## config.mk

```make
export PLATFORM = sky130hd
export DESIGN_NAME = irq_pending_ctrl
export DESIGN_NICKNAME = d
export VERILOG_FILES = /design/src/rtl/irq_pkg.sv /design/src/rtl/irq_prio_enc.sv /design/src/rtl/irq_pending_ctrl.sv
export SDC_FILE = /design/constraint.sdc
export NUM_CORES = 1
export LEC_CHECK = 0
export ABC_AREA = 1
export CAP_MARGIN = 0
export CORE_UTILIZATION = 30
export CTS_CLUSTER_DIAMETER = 200
export CTS_CLUSTER_SIZE = 24
export DETAILED_ROUTE_END_ITERATION = 16
export SLEW_MARGIN = 20
export SYNTH_ARGS = -nofsm -noshare
export SYNTH_HDL_FRONTEND = slang
export SYNTH_HIERARCHICAL = 1
export SYNTH_SLANG_ARGS = --single-unit
```

## constraint.sdc

```tcl
create_clock -name clk -period 1.16 [get_ports clk]
set_clock_uncertainty 0.1 [all_clocks]
set_input_delay 0.232 -clock clk [delete_from_list [all_inputs] [get_ports clk]]
set_output_delay 0.232 -clock clk [all_outputs]
set_load 0.05 [all_outputs]
```

## src/rtl/irq_pkg.sv

```systemverilog
// Shared constants for the IRQ pending controller: default sizing and FSM state codes.
package irq_pkg;
    localparam int unsigned N    = 8;
    localparam int unsigned IDXW = 3;

    localparam logic [0:0] ST_IDLE  = 1'b0;
    localparam logic [0:0] ST_OFFER = 1'b1;
endpackage

```

## src/rtl/irq_prio_enc.sv

```systemverilog
// Combinational priority encoder: index of the highest set bit plus an any flag.
module irq_prio_enc
    import irq_pkg::*;
#(
    parameter int unsigned N    = irq_pkg::N,
    parameter int unsigned IDXW = irq_pkg::IDXW
) (
    input  logic [N-1:0]    vec_i,
    output logic [IDXW-1:0] idx_o,
    output logic            any_o
);

    // Ascending scan so the last hit, the highest bit, wins.
    always_comb begin
        idx_o = '0;
        for (int unsigned i = 0; i < N; i++) begin
            if (vec_i[i]) begin
                idx_o = i[IDXW-1:0];
            end
        end
    end

    assign any_o = |vec_i;

endmodule

```

## src/rtl/irq_pending_ctrl.sv

```systemverilog
// Edge-detecting IRQ pending register with a valid/ready offer of the highest-priority bit.
// Optional IRQ_MASK_EN adds an irq_mask input gating which pending bits may be offered.
module irq_pending_ctrl #(
    parameter int unsigned N    = irq_pkg::N,
    parameter int unsigned IDXW = irq_pkg::IDXW
) (
    input  logic            clk,
    input  logic            rst_n,
    input  logic [N-1:0]    req_in,
    input  logic            irq_ready,
`ifdef IRQ_MASK_EN
    input  logic [N-1:0]    irq_mask,
`endif
    output logic            irq_valid,
    output logic [IDXW-1:0] irq_idx,
    output logic [N-1:0]    irq_pending,
    output logic            irq_lost
);
    import irq_pkg::*;

    logic [N-1:0]    req_q;
    logic [N-1:0]    pending_q, pending_d;
    logic [0:0]      state_q, state_d;
    logic [IDXW-1:0] idx_q, idx_d;
    logic            lost_q, lost_d;

    logic [N-1:0]    rise;
    logic [N-1:0]    clr;
    logic [N-1:0]    eligible;
    logic [IDXW-1:0] enc_idx;
    logic            enc_any;
    logic            accept;

    assign accept = (state_q == ST_OFFER) && irq_ready;
    assign rise   = req_in & ~req_q;

`ifdef IRQ_MASK_EN
    assign eligible = pending_q & irq_mask;
`else
    assign eligible = pending_q;
`endif

    irq_prio_enc #(
        .N    (N),
        .IDXW (IDXW)
    ) u_prio_enc (
        .vec_i (eligible),
        .idx_o (enc_idx),
        .any_o (enc_any)
    );

    always_comb begin
        clr = '0;
        clr[idx_q] = accept;
        // Set is OR'd after the clear so a coincident rise keeps the bit pending.
        pending_d = (pending_q & ~clr) | rise;
        lost_d    = |(rise & pending_q & ~clr);
    end

    always_comb begin
        state_d = state_q;
        idx_d   = idx_q;
        case (state_q)
            ST_IDLE: begin
                if (enc_any) begin
                    state_d = ST_OFFER;
                    idx_d   = enc_idx;
                end
            end
            ST_OFFER: begin
                if (irq_ready) begin
                    state_d = ST_IDLE;
                end
            end
            default: state_d = ST_IDLE;
        endcase
    end

    always_ff @(posedge clk) begin
        if (!rst_n) begin
            req_q     <= '0;
            pending_q <= '0;
            state_q   <= ST_IDLE;
            idx_q     <= '0;
            lost_q    <= 1'b0;
        end else begin
            req_q     <= req_in;
            pending_q <= pending_d;
            state_q   <= state_d;
            idx_q     <= idx_d;
            lost_q    <= lost_d;
        end
    end

    assign irq_valid   = (state_q == ST_OFFER);
    assign irq_idx     = idx_q;
    assign irq_pending = pending_q;
    assign irq_lost    = lost_q;

endmodule

```

==> flow_summary.json <==
{
  "status": "finished, violations left",
  "violations": "setup timing",
  "drt_iter0_drc": 35,
  "cts_root_buffer": "clkbuf_4",
  "ir_worst_vdd_v": 0.000639,
  "path_max_fanout": 6,
  "required_ns": 1.30,
  "vias_per_cell": 4.21,
  "rows": 20,
  "antenna_found_initial": 0,
  "drc": 0,
  "io_pins": 24,
  "globalRouteOverflowTotal": 0,
  "worst_slew_pin_slew_ns": 0.393,
  "netlist_area_um2": 962,
  "swShare_pct": 34.5,
  "drt_wl_total_mm": 2.62,
  "coreArea_um2": 3050,
  "worstSetupEndpointType": "register",
  "ys_seq_area_share_pct": 43.7,
  "cts.reportedPaths.clkPinSlew_ns": 0.12,
  "yosysMostFrequentCell": "nand2_1",
  "cp-endpoint": "irq_idx[0]",
  "dp_cells": 237,
  "combPwrFrac_pct": 39.9,
  "synthTopCellsByArea": "dfxtp_1 (44%), nand2_1 (20%), inv_1 (12%)",
  "criticalPathCategory": "reg -> reg",
  "cts.sinks": 21,
  "fp.dieW_um": 58.6,
  "synth_cell_type_count": 15,
  "ys_top_cells_by_count": "nand2_1 (52), inv_1 (32), dfxtp_1 (21)",
  "vias": 1066,
  "hold_slack_ns": 0.185,
  "grt_first_pass_wirelength_mm": 4.32,
  "setup_ws_ns": -0.144,
  "finalHoldViolCount": 0,
  "rr_startpoint": "irq_pending[2]",
  "dp_slack_ns": -0.399,
  "antenna_cells": 0,
  "cts_buffer_depth": 2,
  "syn_nets": 160,
  "gp_congestion": 0.859,
  "leakage_nw": 0.901,
  "fmax_ghz": 0.767,
  "final_antenna_net_count": 0,
  "initial_core_util_pct": 31.5,
  "grt_max_degree": 13,
  "cts_max_level": 1,
  "period_share_pct": 112,
  "syn_to_final_growth_pct": 90.8,
  "layout.cells.non_filler": 253,
  "finalSetupViolCount": 16,
  "synthFlopType": "dfxtp_1",
  "rsz0062_at_grt": "true",
  "synthCells": 149,
  "synth-edff-count": 0,
  "ys_ff_latch": 21,
  "power_switching_mw": 0.695,
  "yosysWarnings": 6,
  "clock_latency_ns": 0.31,
  "dieHeight_um": 58.6,
  "intPower_mw": 1.32,
  "cts_buffers": 3,
  "drive_above_1_share_pct": 45.5,
  "wl_per_cell_um": 10.4,
  "r2r_end": "irq_idx[0]",
  "pwr-share-clk_pct": 17.8,
  "track_usage_pct": 16.7,
  "synth_top_area_share_pct": 43.7,
  "grt_pass1_vias": 1060,
  "r2r_cells": 9,
  "drv_cap": 0,
  "holdPathStages": 2,
  "numPortBuffers": 23,
  "hp-class": "in -> reg",
  "syn_avg_cell_area_um2": 6.46,
  "powerDensity_nw_per_um2": 1100,
  "cp-startpoint": "irq_pending[2]",
  "finalCriticalPeriod_ns": 1.30,
  "ctsHoldBuffers": 0,
  "slew_violations": 0,
  "hpwl_mm": 1.83,
  "seqPwrFrac_pct": 42.3,
  "drt_first_pass_iters": 4,
  "yosys.area.top_type": "dfxtp_1",
  "nNetsFinal": 221,
  "async_flop_share_pct": 0,
  "relSlewSlack_pct": 73.7,
  "reg2reg_slack_ns": -0.14,
  "crit_arrival_ns": 1.44,
  "worstSetupStartpointType": "register",
  "min_from": "irq_ready",
  "die_area_um2": 3440,
  "cts_tree": "done"
}
[layout by cell type, fill, tap and decap left out, drive strengths merged, types with 3 or more instances in the layout]
master and n:
nor2 15, or2 3, buf 47, nor3b 3, clkdlybuf4s50 9, nand2 53
clkbuf 3, inv 34, a21oi 13, o21ai 4, dfxtp 21
[power by group through the flow]
| stage | Combinational [mW] | Clock (mW) | Sequential [mW] |
|---|---|---|---|
| floorplan | 0.171 | 0 | 0.998 |
| global placement | 0.670 | 0 | 0.845 |
| detailed placement | 0.678 | 0 | 0.848 |
| CTS | 0.738 | 0.368 | 0.848 |
| global route | 0.864 | 0.413 | 0.861 |
| finish | 0.803 | 0.360 | 0.853 |
[per-stage QoR]
| stage | setup TNS (ns) | total power, mW | instance area (um^2) | utilization (%) |
|---|---|---|---|---|
| final | -1.45 | 2.02 | 1840 | 60.1 |
| after global routing | -2.65 | 2.14 | 1840 | 60.1 |
| after CTS | -1.32 | 1.95 | 1730 | 56.8 |
| after detailed placement | -5.49 | 1.53 | 1580 | 51.8 |
| after global placement | -5.49 | 1.52 | 1580 | 51.8 |
| after floorplan | -0.289 | 1.17 | 1010 | - |
[layout make-up]
class	instances	area (um^2)
fillers	277	1220
inverters	34	135
flip-flops and latches	21	464
clock buffers	3	22.5
repair buffers	57	656
well taps	44	55.1
clock inverters	1	5.00
multi-input cells	93	498
[kinds of logic after synthesis]
logic type	synth area share [%]
AO/OA/AOI/OAI	8.84
buffers and inverters	13.8
AND/OR/NAND/NOR	33.7
flip-flops	43.7
[worst min path at each step]
stage,end,slack (ns)
floorplan,irq_valid,0.22
global placement,irq_pending[0],0.38
detailed placement,irq_pending[3],0.40
CTS,irq_valid,0.19
global route,irq_valid,0.18
finish,irq_valid,0.19
[registers in the layout, indices dropped and copies added (netlist names)]
signal	cells
irq_valid	1
req_q	8
irq_pending	8
irq_lost	1
irq_idx	3
[worst max-delay path, cell delays in order, from the launching register on]
cell and delay [ns]:
dfxtp_4 0.38, inv_4 0.06, nand2_4 0.05, nor3_4 0.15, nand3_2 0.10, inv_1 0.06
nor2_1 0.05, inv_2 0.09, o21ai_1 0.06, a21oi_1 0.13
[per-layer routing]
layer | global-route usage (%) | part of all wire, %
met1 | 19.0 | 44
met2 | 30.2 | 49
met3 | 3.08 | 4.2
met4 | 7.82 | 3.3
met5 | 0 | 0
[timing repair]
| item | in CTS | in global routing |
|---|---|---|
| endpoints found under the setup margin | 21 | 23 |
| setup buffers | 8 | 4 |
| pin swaps | 13 | 11 |
| gates cloned | 0 | 0 |
| endpoints found under the hold margin | 0 | 0 |
| gates resized for setup | 21 | 23 |
No activity file was read; power rests on OpenSTA's default activity.
